**config.mk**
```make
export PLATFORM = sky130hd
export DESIGN_NAME = bk_sequencer
export DESIGN_NICKNAME = d
export VERILOG_FILES = /design/src/rtl/bk_pkg.sv /design/src/rtl/bk_autosave_timer.sv /design/src/rtl/bk_sequencer.sv
export SDC_FILE = /design/constraint.sdc
export NUM_CORES = 1
export LEC_CHECK = 0
export BUFFER_PORTS_ARGS = -buffer_cell sky130_fd_sc_hd__buf_2
export CORE_MARGIN = 10
export CORE_UTILIZATION = 35
export CTS_CLUSTER_DIAMETER = 120
export DETAILED_ROUTE_END_ITERATION = 10
export GPL_ROUTABILITY_DRIVEN = 0
export SYNTH_ARGS = -nofsm -noshare
export SYNTH_HDL_FRONTEND = slang
export SYNTH_SLANG_ARGS = --single-unit
```
**constraint.sdc**
```tcl
create_clock -name clk_sys -period 5.1 [get_ports clk_sys]
set_clock_uncertainty 0.05 [all_clocks]
set_input_delay 0.255 -clock clk_sys [delete_from_list [all_inputs] [get_ports clk_sys]]
set_output_delay 0.255 -clock clk_sys [all_outputs]
set_load 0.02 [all_outputs]
```
**src/rtl/bk_pkg.sv**
```systemverilog
// Shared types and constants for the backup-RAM sequencer and its autosave timer.
package bk_pkg;

    typedef enum logic [2:0] {
        ST_IDLE,
        ST_REQ,
        ST_WAIT_ACK,
        ST_XFER,
        ST_NEXT
    } bk_state_t;

    typedef enum logic {
        DIR_LOAD = 1'b0,
        DIR_SAVE = 1'b1
    } bk_dir_t;

    localparam int SECTOR_BYTES = 512;
    localparam int SECTOR_SHIFT = $clog2(SECTOR_BYTES);

    // Index of the last sector covered by a BSRAM byte mask.
    function automatic logic [14:0] last_sector(input logic [23:0] ram_mask);
        return ram_mask[23:SECTOR_SHIFT];
    endfunction

endpackage

```
**src/rtl/bk_autosave_timer.sv**
```systemverilog
// Dirty flag plus idle countdown; raises expire once the BSRAM has been quiet
// for AUTOSAVE_DLY cycles while the sequencer sits idle. Only used when
// BK_AUTOSAVE_EN is defined.
module bk_autosave_timer #(
    parameter logic [31:0] AUTOSAVE_DLY = 32'd107_000_000
) (
    input  logic clk_sys,
    input  logic reset,
    input  logic bsram_wr,
    input  logic bk_loading,
    input  logic idle,
    input  logic clear,
    output logic expire
);

    logic        dirty_q, dirty_d;
    logic [31:0] cnt_q, cnt_d;

    // Core writes (outside loads) mark the RAM dirty and restart the quiet period; a write wins over a same-cycle clear.
    always_comb begin
        dirty_d = dirty_q;
        cnt_d   = cnt_q;
        if (idle && (cnt_q != 32'd0)) begin
            cnt_d = cnt_q - 32'd1;
        end
        if (clear) begin
            dirty_d = 1'b0;
        end
        if (bsram_wr && !bk_loading) begin
            dirty_d = 1'b1;
            cnt_d   = AUTOSAVE_DLY;
        end
    end

    // State registers with synchronous active-low reset.
    always_ff @(posedge clk_sys) begin
        if (!reset) begin
            dirty_q <= 1'b0;
            cnt_q   <= 32'd0;
        end else begin
            dirty_q <= dirty_d;
            cnt_q   <= cnt_d;
        end
    end

    assign expire = idle && dirty_q && (cnt_q == 32'd1);

endmodule

```
**src/rtl/bk_sequencer.sv**
```systemverilog
// Backup-RAM sector transfer sequencer between BSRAM and the HPS SD interface.
// Optional idle-timed autosave is built in when BK_AUTOSAVE_EN is defined.
module bk_sequencer
    import bk_pkg::*;
#(
    parameter int          LBA_W        = 32,
    parameter logic [31:0] AUTOSAVE_DLY = 32'd107_000_000,
    parameter logic [31:0] ACK_TMO      = 32'd21_000_000
) (
    input  logic             clk_sys,
    input  logic             reset,
    input  logic [23:0]      ram_mask,
    input  logic             bk_ena,
    input  logic             dl_done,
    input  logic             load_req,
    input  logic             save_req,
    input  logic             bsram_wr,
    input  logic             sd_ack,
    output logic [LBA_W-1:0] sd_lba,
    output logic             sd_rd,
    output logic             sd_wr,
    output logic             bk_loading,
    output logic             bk_busy,
    output logic             bk_err
);

    bk_state_t        state_q, state_d;
    bk_dir_t          dir_q, dir_d;
    logic             start_pend_q, start_pend_d;
    logic             load_req_q, save_req_q;
    logic             ack_q1, ack_q2;
    logic [31:0]      ack_cnt_q, ack_cnt_d;
    logic [LBA_W-1:0] lba_q, lba_d;
    logic             rd_q, rd_d, wr_q, wr_d;
    logic             loading_q, loading_d;
    logic             busy_q, busy_d;
    logic             err_q, err_d;

    logic             load_rise, save_rise, ack_rise, ack_fall;
    logic             start_ok, any_event, load_done, autosave_expire;
    bk_dir_t          start_dir;
    logic [LBA_W-1:0] last_lba;

    assign load_rise = load_req & ~load_req_q;
    assign save_rise = save_req & ~save_req_q;
    assign ack_rise  = ack_q1 & ~ack_q2;
    assign ack_fall  = ~ack_q1 & ack_q2;
    assign last_lba  = LBA_W'(last_sector(ram_mask));
    assign start_ok  = (state_q == ST_IDLE) && !start_pend_q && bk_ena && (ram_mask != 24'd0);
    assign any_event = dl_done | load_rise | save_rise | autosave_expire;
    assign start_dir = (dl_done || load_rise) ? DIR_LOAD : DIR_SAVE;

`ifdef BK_AUTOSAVE_EN
    logic dirty_clr;

    assign dirty_clr = dl_done | load_done
                     | (start_ok & ~dl_done & ~load_rise & ~save_rise & autosave_expire);

    bk_autosave_timer #(
        .AUTOSAVE_DLY (AUTOSAVE_DLY)
    ) u_autosave (
        .clk_sys    (clk_sys),
        .reset      (reset),
        .bsram_wr   (bsram_wr),
        .bk_loading (loading_q),
        .idle       (state_q == ST_IDLE),
        .clear      (dirty_clr),
        .expire     (autosave_expire)
    );
`else
    logic unused_cfg;

    assign autosave_expire = 1'b0;
    assign unused_cfg      = &{1'b0, bsram_wr, AUTOSAVE_DLY, load_done};
`endif

    // Next-state logic: an accepted start is held one cycle in start_pend, then the FSM walks sectors 0..last with a request/ack handshake each.
    always_comb begin
        state_d      = state_q;
        dir_d        = dir_q;
        start_pend_d = 1'b0;
        ack_cnt_d    = ack_cnt_q;
        lba_d        = lba_q;
        rd_d         = rd_q;
        wr_d         = wr_q;
        loading_d    = loading_q;
        busy_d       = busy_q;
        err_d        = err_q;
        load_done    = 1'b0;

        if (start_ok && any_event) begin
            start_pend_d = 1'b1;
            dir_d        = start_dir;
        end

        case (state_q)
            ST_IDLE: begin
                if (start_pend_q) begin
                    state_d   = ST_REQ;
                    lba_d     = '0;
                    err_d     = 1'b0;
                    busy_d    = 1'b1;
                    loading_d = (dir_q == DIR_LOAD);
                    rd_d      = (dir_q == DIR_LOAD);
                    wr_d      = (dir_q == DIR_SAVE);
                end
            end
            ST_REQ: begin
                state_d   = ST_WAIT_ACK;
                ack_cnt_d = 32'd0;
            end
            ST_WAIT_ACK: begin
                if (ack_rise) begin
                    rd_d    = 1'b0;
                    wr_d    = 1'b0;
                    state_d = ST_XFER;
                end else if (ack_cnt_q >= ACK_TMO) begin
                    rd_d      = 1'b0;
                    wr_d      = 1'b0;
                    err_d     = 1'b1;
                    busy_d    = 1'b0;
                    loading_d = 1'b0;
                    state_d   = ST_IDLE;
                end else begin
                    ack_cnt_d = ack_cnt_q + 32'd1;
                end
            end
            ST_XFER: begin
                if (ack_fall) begin
                    state_d = ST_NEXT;
                end
            end
            ST_NEXT: begin
                if (lba_q >= last_lba) begin
                    state_d   = ST_IDLE;
                    busy_d    = 1'b0;
                    loading_d = 1'b0;
                    load_done = (dir_q == DIR_LOAD);
                end else begin
                    state_d = ST_REQ;
                    lba_d   = lba_q + LBA_W'(1);
                    rd_d    = (dir_q == DIR_LOAD);
                    wr_d    = (dir_q == DIR_SAVE);
                end
            end
            default: begin
                state_d = ST_IDLE;
            end
        endcase
    end

    // All state and outputs registered; the request edge and ack sync registers run every cycle, even mid-transfer.
    always_ff @(posedge clk_sys) begin
        if (!reset) begin
            state_q      <= ST_IDLE;
            dir_q        <= DIR_LOAD;
            start_pend_q <= 1'b0;
            load_req_q   <= 1'b0;
            save_req_q   <= 1'b0;
            ack_q1       <= 1'b0;
            ack_q2       <= 1'b0;
            ack_cnt_q    <= 32'd0;
            lba_q        <= '0;
            rd_q         <= 1'b0;
            wr_q         <= 1'b0;
            loading_q    <= 1'b0;
            busy_q       <= 1'b0;
            err_q        <= 1'b0;
        end else begin
            state_q      <= state_d;
            dir_q        <= dir_d;
            start_pend_q <= start_pend_d;
            load_req_q   <= load_req;
            save_req_q   <= save_req;
            ack_q1       <= sd_ack;
            ack_q2       <= ack_q1;
            ack_cnt_q    <= ack_cnt_d;
            lba_q        <= lba_d;
            rd_q         <= rd_d;
            wr_q         <= wr_d;
            loading_q    <= loading_d;
            busy_q       <= busy_d;
            err_q        <= err_d;
        end
    end

    assign sd_lba     = lba_q;
    assign sd_rd      = rd_q;
    assign sd_wr      = wr_q;
    assign bk_loading = loading_q;
    assign bk_busy    = busy_q;
    assign bk_err     = err_q;

endmodule

```
### Word level (Yosys, flattened, before mapping)

Index checks and enable logic that the tools add are counted.

| word-level totals | value |
|---|---|
| register bits after elaboration | 78 |
| output and inout port bits | 37 |
| word-level logic and storage cells | 90 |

| cells by class | value |
|---|---|
| add/subtract/negate cells | 2 |
| order comparisons | 2 |
| equal/unequal tests | 12 |
| mux-type cells | 31 |
| bitwise logic cells | 11 |
| reductions and logical operators | 18 |

Operators by type and width:

| operator | number |
|---|---|
| $mux W32 | 4 |
| $pmux W32 S2 | 2 |
| $add A32 B1 Y32 const B | 2 |
| $ge A32 B15 Y1 | 1 |
| $ge A32 B25 Y1 const B | 1 |
| $reduce_bool A24 Y1 | 1 |
| $mux W1 | 15 |
| $pmux W3 S5 | 1 |
| $ne A2 B2 Y1 const B | 7 |
| $mux W3 | 4 |
| $pmux W1 S3 | 4 |
| $reduce_and A3 Y1 | 3 |
| $reduce_and A4 Y1 | 2 |
| $eq A3 B2 Y1 const B | 2 |
| $reduce_bool A2 Y1 | 3 |
| $not A1 Y1 | 5 |
| $reduce_and A5 Y1 | 1 |
| $and A1 B1 Y1 | 4 |
| $logic_and A1 B1 Y1 | 4 |
| $eq A3 B1 Y1 const B | 1 |
| $eq A3 B3 Y1 const B | 1 |
| $logic_not A3 Y1 | 1 |
| $ne A3 B3 Y1 const B | 1 |
| $reduce_bool A3 Y1 | 1 |
| 4 further kinds | 5 |

### Depth between registers and ports, before layout

Gate-level depths: netlist (run 1).

| depth | value |
|---|---|
| word-level depth | 6 |
| depth in mapped cells | 10 |
| gate-level depth less buffers | 9 |

### Worst setup path after synthesis (run 1)

No wires, ideal clock.

| timing | value |
|---|---|
| kind | flip-flop to flip-flop |
| start point | register lba_q[0] (netlist: sd_lba[0]) |
| end point | register lba_q[5] (netlist: sd_lba[5]) |
| data arrival time | 2.057 ns |
| required time | 4.978 ns |
| path slack | 2.921 ns |
| stages on the path, launching flop included | 11 |
| period minus slack after synthesis | 2.179 ns |
| path through | dfxtp_1 -> inv_1 -> ha_1 -> nor2b_1 -> o211ai_1 -> a2111o_1 -> a41o_1 -> and2_1 -> buf_2 -> nand4_1 -> mux2i_1 |

| on the way | value |
|---|---|
| cells in the longest elaborated chain, start to end | 3 |
| elaborated cells on any way between the ends | 6 |

Ends and longest elaborated chain:

| element | RTL line | RTL |
|---|---|---|
| start: declaration | bk_sequencer.sv:33 | `logic [LBA_W-1:0] lba_q, lba_d;` |
| start signal: assignment | bk_sequencer.sv:178 | `lba_q <= lba_d;` |
| $add A32 B1 Y32 or $ge A32 B15 Y1 (tied branches) | bk_sequencer.sv:141, bk_sequencer.sv:134 |  |
| $mux W32 or $ne A2 B2 Y1 (tied branches) | n/a |  |
| $pmux W32 S2 or $reduce_and A3 Y1 (tied branches) | n/a |  |

Several ways; a longest one is shown, not always the timed one. The select of a mux whose other input is x is not followed.
A chain may end at the register's enable or synchronous reset.

### Worst setup path in the final report (run 1)

| timing | value |
|---|---|
| start point | register state_q[1] |
| end point | register ack_cnt_q[19] |

| on the way | value |
|---|---|
| cells in the longest elaborated chain, start to end | 3 |
| elaborated cells on any way between the ends | 7 |

Ends and longest elaborated chain:

| element | RTL line | RTL |
|---|---|---|
| start: declaration | bk_sequencer.sv:27 | `bk_state_t state_q, state_d;` |
| start signal: assignment | bk_sequencer.sv:170 | `state_q <= state_d;` |
| $eq A3 B2 Y1 or $eq A3 B1 Y1 (tied branches) | bk_sequencer.sv:96 | `case (state_q)` |
| $ne A2 B2 Y1 (no line) or $reduce_bool A2 Y1 (tied branches) | n/a |  |
| $reduce_and A3 Y1 (no line) | n/a |  |
| end signal: assignment | bk_sequencer.sv:177 | `ack_cnt_q <= ack_cnt_d;` |
| end: declaration | bk_sequencer.sv:32 | `logic [31:0] ack_cnt_q, ack_cnt_d;` |

Several ways; a longest one is shown, not always the timed one.

==> run_results.csv, run 1 <==
group,metric,value,unit
status,status,"finished, final reports clean",
route,dr.pass1.iters,4,
global_route,grt-ovfl-total,0,
floorplan,coreArea,10300,sq um
cts,h-tree-depth,3,
route,avgViaCountPerCell,5.06,
placed_design,placed_cells,620,
route,routed_wl,8.80,mm
sta,tns,0,ps
cts,root_buffer,"clkbuf_8",
job,max_cap_viol_count,0,
synthesis,synthTopCellsByArea,"dfxtp_1, ha_1, xor2_1, nand2_1, nor2_1",
route,wl_per_cell,13.8,um
synthesis,async_flop_share,0,%
pwr,power-per-cell-area,308,nW/um^2
synthesis,yosysUniqueCellTypes,52,
floorplan,die_x,123,um
sta,min_period_over_period,46.9,%
synthesis,synthesis.area,3710,sq um
cells_and_area,fin_nets,545,
pwr,peakVddDrop,145,uV
route,drt_first_iter_violations,193,
placed_design,dpl.hpwl,6.69,mm
worst_setup_path,cp_max_fo,12,
floorplan,die_area,15100,sq um
cells_and_area,antenna_cells,0,
cts,clock_sinks,78,
global_route,antenna_found_initial,0,
synthesis,syn_area_per_cell,8.66,sq um
sta,worst_slack,2710,ps
synthesis,syn-num-nets,479,
pwr,power_leakage,1.91,nW
global_route,grt_usage,11.7,%
placed_design,post-place-ws,2640,ps
cts,cts.path.max_buffers,2,
synthesis,ys_ff_latch,78,
worst_setup_path,critPathKind,"register to register",
cts,cts_setup_buffers,0,
sta,fin_crit,2390,ps
sta,hold_violations,0,
floorplan,rows,37,
synthesis,ys.flop_type,"dfxtp_1",
sta,clock.fmax,418,MHz
synthesis,ys_warn_count,0,
synthesis,syn_inst,429,
global_route,grt_pass1_wl,14.6,mm
cells_and_area,instances_no_fill,636,
sta,worstMarginPinSlew,1160,ps
synthesis,post-synth-top-area-cell,"dfxtp_1",
synthesis,yosysTopAreaCellShare,42.0,%
synthesis,yosysMostFrequentCell,"dfxtp_1",
cts,hold_buffers,0,
synthesis,seq_area_frac_synth,42.0,%
min_path,min_path_type,"primary input to register",
route,drc_errors,0,
floorplan,io_pins,69,
cts,clk_transition_reported_paths,80,ps
cells_and_area,area_growth,17.7,%
cells_and_area,layout-drive-gt1-share,18.8,%
cts,cts_tree,"built",
sta,relSlewSlack,22.5,%
sta,report.final.slew_viol_count,0,
placed_design,portBuffers,67,
route,num_vias,3218,
worst_setup_path,crit_path_start_kind,"register",
global_route,grt_start_max_net_pins,32,
sta,rsz0062_at_grt,"no",
cts,numCtsBuffers,9,
synthesis,yosys-top-cells-count,"dfxtp_1, nand2_1, nor2_1",
worst_setup_path,worstPathArrival,2550,ps
cts,ctsResizeCount,0,
global_route,grt_pass1_vias,3119,
worst_setup_path,crit_path_end_kind,"register",
floorplan,die_height,123,um
sta,setup_viol,0,
floorplan,start_util,36.0,%
route,postRouteAntennaNets,0,
synthesis,synth_edf_count,0,
worst_setup_path,cp.required,5250,ps
cts,insertion_delay,350,ps
final timing paths:
path	start	endpoint	slack, ps	cells after the start
worst max-delay path	state_q[1]	ack_cnt_q[19]	2710	7
worst min-delay path	sd_ack	ack_q1	60	2
worst max register to register	state_q[1]	ack_cnt_q[19]	2710	7
worst min register to register	bk_loading	bk_loading	420	2
worst max-delay path: stages (launching register included):
cell and delay [ps]:
dfxtp_1 540, nor3b_1 300, nand4_1 200, a211o_4 360
a211oi_4 420, nand4_1 170, xor2_1 150, nor2_1 50
state kept, by name (all words and copies together) (netlist names):
name          flops
ack_cnt_q        32
sd_lba           32
state_q           3
ack_q1            1
ack_q2            1
bk_busy           1
bk_err            1
bk_loading        1
dir_q             1
load_req_q        1
save_req_q        1
sd_rd             1
sd_wr             1
start_pend_q      1
layout make-up:
| cell class | count | area [sq um] |
|---|---|---|
| fillers | 1058 | 5950 |
| inverters | 26 | 97.6 |
| clock inverters | 7 | 75.1 |
| clock buffers | 9 | 124 |
| well taps | 136 | 170 |
| repair buffers | 67 | 335 |
| multi-input cells | 313 | 2010 |
| flip-flops and latches | 78 | 1560 |
through the flow:
step	cell area [sq um]	hold slack [ps]	power (mW)	utilization [%]
after floorplan	3710	327	0.833	-
after detailed placement	4170	413	0.900	40.4
after global routing	4370	60.0	1.42	42.3
after global placement	4170	399	0.895	40.4
final	4370	60.5	1.35	42.3
after CTS	4370	41.0	1.37	42.3
kinds of logic (layout without fill, tap and decap cells):
logic type	count (synthesis)	count (layout)	share of synthesized area [%]
mux	8	8	2.16
simple gates	209	209	30.0
xor+xnor	23	23	5.42
fa+ha+maj	18	18	6.06
compound gates	55	55	10.3
buf+inv	38	109	3.98
flops	78	78	42.0
layer usage:
layer | vias up | routed length (um) | GRT usage, %
li1 | 1638 | - | -
met1 | 1515 | 4120 | 14.3
met2 | 58 | 4100 | 19.4
met3 | 7 | 493 | 3.19
met4 | 0 | 91 | 3.64
met5 | - | 0 | 0
cell usage in the layout (no fill, tap or decap), types with 9 or more instances in the layout:
cell type  netlist  final
a21oi_1         20     19
and2_1          23     23
and3_1          17     17
buf_2            4     67
clkbuf_8         0      9
dfxtp_1         78     78
ha_1            18     18
inv_1           25     25
nand2_1         44     44
nand2b_1        10     10
nand3_1         11     11
nand4_1         20     20
nor2_1          40     40
nor3_1           9      9
nor4_1          12     12
o21ai_0         10     10
xor2_1          19     19
power breakdown:
group,switching [mW],internal [mW]
sequential,0.0284,0.629
clock,0.232,0.228
combinational,0.156,0.0721
No activity file was read; power rests on OpenSTA's default activity.
==> run 2: changes to the inputs <==
- clock period: 5.1 -> 2.3 ns (I/O delays scaled with it)
==> run_results.csv, run 2 (synthesized netlist as in run 1, its figures left out) <==
group,metric,value,unit
route,wl_per_cell,14.1,um
sta,worst_slack,117,ps
worst_setup_path,reg2reg_depth,9,
route,num_vias,3305,
sta,relSlewSlack,64.2,%
cells_and_area,layout-drive-gt1-share,24.0,%
cells_and_area,multi_input_area,2050,sq um
worst_setup_path,rr_endpoint,"sd_lba[13]",
cts,cts.path.max_buffers,2,
cts,insertion_delay,350,ps
min_path,hp-start,"dl_done",
worst_setup_path,cp.required,2530,ps
floorplan,die_area,15100,sq um
sta,clock.fmax,458,MHz
pwr,power_leakage,2.09,nW
global_route,grt_start_max_net_pins,27,
placed_design,placed_cells,646,
cells_and_area,stdcell_area,4660,sq um
cells_and_area,instances_no_fill,665,
min_path,min_to,"dir_q",
route,routed_wl,9.40,mm
cells_and_area,seq_area,1560,sq um
cells_and_area,layout_common_cells,"dfxtp_1, buf_2, nand2_1, nor2_1",
pwr,peakVddDrop,361,uV
placed_design,portBuffers,67,
route,avgViaCountPerCell,4.97,
cells_and_area,area_growth,25.6,%
worst_setup_path,worstSetupStartpoint,"sd_lba[1]",
pwr,finalPower,3.22,mW
sta,fin_crit,2180,ps
placed_design,dpl.hpwl,7.13,mm
worst_setup_path,worstPathArrival,2420,ps
route,dr.pass1.iters,5,
cells_and_area,layout_commonest_cell,"dfxtp_1",
floorplan,coreArea,10300,sq um
sta,rsz0062_at_grt,"yes",
cells_and_area,antenna_cells,0,
floorplan,io_pins,69,
route,drt_first_iter_violations,210,
cts,clk_transition_reported_paths,90,ps
global_route,grt_usage,12.1,%
worst_setup_path,reg2reg_slack,120,ps
placed_design,post-place-ws,40.2,ps
floorplan,die_x,123,um
sta,tns,0,ps
cts,clock_sinks,78,
floorplan,die_height,123,um
sta,report.final.slew_viol_count,0,
status,status,"finished, final reports clean",
worst_setup_path,critPathKind,"register to register",
placed_design,placed_area,4370,sq um
cts,cts_setup_buffers,0,
cells_and_area,fin_nets,574,
cts,cts_tree,"built",
cts,h-tree-depth,3,
cts,root_buffer,"clkbuf_8",
min_path,min_path_type,"primary input to register",
worst_setup_path,crit_path_start_kind,"register",
route,postRouteAntennaNets,0,
sta,min_period_over_period,94.9,%
cells_and_area,n_fill_cell,1012,
min_path,hold_path_depth,4,
worst_setup_path,crit_path_end_kind,"register",
sta,hold_violations,0,
sta,setup_viol,0,
job,max_cap_viol_count,0,
global_route,antenna_found_initial,0,
cts,numCtsBuffers,9,
route,drc_errors,0,
sta,worstMarginPinSlew,536,ps
worst_setup_path,cp_max_fo,8,
global_route,grt_pass1_vias,3153,
global_route,grt_pass1_wl,15.2,mm
worst_setup_path,r2r_start,"sd_lba[1]",
pwr,power-per-cell-area,689,nW/um^2
floorplan,start_util,36.0,%
floorplan,rows,37,
global_route,grt-ovfl-total,0,
run 2: cell types whose count changed in the layout (fill, tap and decap cells not counted), sizes merged:
cell,before,now
inv,26,27
clkinv,6,4
buf,67,93
dlygate4sd3,0,3
bufinv,1,2
run 2: worst max-delay path by stage:
stage | slack (ps) | endpoint
global placement | 150 | sd_lba[13]
detailed placement | 40 | bk_loading
CTS | 30 | bk_loading
global route | -9 | bk_loading
floorplan | 120 | sd_lba[5]
finish | 120 | sd_lba[13]
run 2: layout make-up:
type                       instances  area share, %
clock buffer                       9           2.66
clock inverter                     7           2.07
inverter                          26           2.09
multi-input combinational        313           43.9
sequential                        78           33.5
tap                              136           3.65
timing repair buffer              96           12.1
run 2: what timing repair did:
item | 4_1_cts | 5_1_grt
endpoints found under the hold margin | 3 | 0
hold buffers | 3 | 0
endpoints found under the setup margin | 0 | 14
gates resized for setup | 0 | 9
run 2: metrics by stage:
step | hold slack [ps] | utilization, %
after detailed placement | 277 | 42.3
after global routing | 66.0 | 45.2
after CTS | 31.3 | 44.7
after floorplan | 187 | -
final | 33.7 | 45.2
after global placement | 273 | 42.3
run 2: worst max-delay path: stages, from the launching register on:
cell and delay [ps]:
dfxtp_2 340, ha_4 260, nor2b_2 120, o211ai_1 130
a2111o_1 450, a41o_1 210, and2_4 150, buf_6 130
a31o_1 180, a21oi_2 110
run 2: where the power goes:
group	internal (mW)	total [mW]	leakage, nW	switching [mW]
Combinational	0.250	0.652	1.34	0.402
Sequential	1.39	1.42	0.631	0.0282
Clock	0.615	1.14	0.114	0.525
run 2: layer usage:
metal	vias to the layer above	routed length (um)	global-route usage (%)
met2	70	4430	20.1
met3	8	562	2.96
met4	0	74	3.57
li1	1693	-	-
met5	-	0	0
met1	1534	4340	15.1
==> run 3: changes to the inputs <==
- RECOVER_POWER: not set -> 50
==> run_results.csv, run 3 (synthesized netlist as in run 1, its figures left out) <==
group,metric,value,unit
worst_setup_path,max_stage_delay,450,ps
status,status,"finished, final reports clean",
cells_and_area,multi_input_area,2050,sq um
floorplan,rows,37,
pwr,power_leakage,1.92,nW
global_route,grt_usage,12.1,%
placed_design,placed_cells,646,
cells_and_area,area_growth,24.3,%
floorplan,io_pins,69,
worst_setup_path,crit_path_end_kind,"register",
worst_setup_path,cp.required,2530,ps
cts,cts.path.max_buffers,2,
worst_setup_path,reg2reg_slack,120,ps
sta,relSlewSlack,38.8,%
sta,rsz0062_at_grt,"yes",
worst_setup_path,r2r_start,"sd_lba[1]",
global_route,grt_use_met1,15.1,%
pwr,power.share.combinational,20.0,%
cells_and_area,layout-drive-gt1-share,16.6,%
cts,cts_setup_buffers,0,
sta,worst_slack,120,ps
global_route,grt_most_used_layer,"met2",
cts,numCtsBuffers,9,
placed_design,post-place-ws,40.2,ps
sta,worstMarginPinSlew,918,ps
route,routed_wl,9.46,mm
floorplan,die_height,123,um
route,wl_per_cell,14.2,um
sta,report.final.slew_viol_count,0,
global_route,antenna_found_initial,0,
sta,hold-worst-slack,29.4,ps
cts,cts_tree,"built",
route,drc_errors,0,
route,postRouteAntennaNets,0,
cts,clock_sinks,78,
pwr,swShare,29.7,%
cells_and_area,seq_area,1560,sq um
cells_and_area,instances_no_fill,665,
worst_setup_path,reg2reg_depth,9,
min_path,min_to,"dir_q",
cts,h-tree-depth,3,
pwr,p_seq_share,44.4,%
sta,setup_viol,0,
cells_and_area,layout_common_cells,"dfxtp_1, nand2_1, nor2_1, clkbuf_1, buf_2",
min_path,min_path_type,"primary input to register",
sta,hold_violations,0,
floorplan,die_area,15100,sq um
cells_and_area,fin_nets,574,
worst_setup_path,crit_chain,"ha_4 > nor2b_2 > o211ai_1 > a2111o_1 > a41o_1 > and2_4 > buf_6 > a31o_1 > a21oi_2",
pwr,p_switching,0.953,mW
pwr,power.internal,2.25,mW
route,dr.pass1.iters,4,
route,avgViaCountPerCell,5.00,
pwr,finalPower,3.21,mW
min_path,hp-start,"dl_done",
global_route,grt_pass1_vias,3153,
pwr,clkPwrFrac,35.6,%
cells_and_area,antenna_cells,0,
cells_and_area,stdcell_area,4610,sq um
pwr,power-per-cell-area,695,nW/um^2
global_route,grt_pass1_wl,15.2,mm
placed_design,portBuffers,67,
worst_setup_path,worstPathArrival,2410,ps
cts,clk_transition_reported_paths,90,ps
worst_setup_path,rr_endpoint,"sd_lba[13]",
cts,insertion_delay,350,ps
floorplan,start_util,36.0,%
sta,clock.fmax,459,MHz
route,drt_first_iter_violations,225,
global_route,gr-usage-met2,20.1,%
placed_design,placed_area,4370,sq um
cts,root_buffer,"clkbuf_8",
cells_and_area,layout_commonest_cell,"dfxtp_1",
pwr,peakVddDrop,360,uV
global_route,grt-ovfl-total,0,
floorplan,coreArea,10300,sq um
global_route,grt_start_max_net_pins,27,
route,num_vias,3325,
cells_and_area,n_fill_cell,1033,
sta,min_period_over_period,94.8,%
sta,fin_crit,2180,ps
worst_setup_path,critPathKind,"register to register",
worst_setup_path,cpMaxStageDelayCell,"a2111o_1",
worst_setup_path,cp_max_fo,8,
global_route,grt_use_met3,2.96,%
floorplan,die_x,123,um
min_path,hold_path_depth,4,
job,max_cap_viol_count,0,
placed_design,dpl.hpwl,7.13,mm
worst_setup_path,crit_path_start_kind,"register",
[run 3: changes by cell type in the layout (fill, tap and decap cells not counted), moves of 5 or more]
cell	previous run	this run
and2_1	22	17
clkbuf_1	0	37
buf_2	67	30
and2_0	1	6
[run 3: power groups by stage]
stage	Clock (mW)	Sequential [mW]	Combinational (mW)
global placement	0	1.45	0.612
CTS	1.17	1.42	0.630
floorplan	0	1.47	0.374
global route	1.22	1.43	0.717
finish	1.14	1.42	0.643
detailed placement	0	1.46	0.625
[run 3: layer usage]
metal / routed length [um] / part of all wire (%)
met5: 0 / 0
met4: 63 / 0.67
met3: 661 / 7.0
met2: 4450 / 47
met1: 4280 / 45
[run 3: worst max-delay path by stage]
stage / from / depth (start not counted) / endpoint / slack, ps
final: sd_lba[1] / 9 / sd_lba[13] / 120
after global routing: sd_lba[1] / 8 / bk_loading / -9
after CTS: sd_lba[1] / 8 / bk_loading / 30
after detailed placement: sd_lba[1] / 8 / bk_loading / 40
after global placement: sd_lba[1] / 9 / sd_lba[13] / 150
after floorplan: sd_lba[0] / 10 / sd_lba[5] / 120
[run 3: what timing repair did]
action	CTS	global route
hold endpoints to repair	3	0
hold buffers	3	0
gates resized for setup	0	9
setup endpoints to repair	0	14
[run 3: worst max-delay path: cells and delay by family, from the launching register on]
family	cells	cell delay, ps
buffers and inverters	1	130
DFF	1	340
and+or+nand+nor	2	270
adders and majority gates	1	260
AOI/OAI and AO/OA	5	1080
[run 3: through the flow]
| step | setup TNS [ps] | utilization [%] |
|---|---|---|
| 6_report | 0 | 44.7 |
| 5_1_grt | -22.5 | 44.7 |
| 4_1_cts | 0 | 44.7 |
| 3_5_place_dp | 0 | 42.3 |
| 3_3_place_gp | 0 | 42.3 |
| 2_1_floorplan | 0 | - |
[run 3: area by class of cell]
type	count	share of cell area (%)
multi-input cells	313	44.3
inverters	26	2.11
well taps	136	3.69
repair buffers	96	11.2
clock inverters	7	2.09
clock buffers	9	2.68
flip-flops and latches	78	33.9
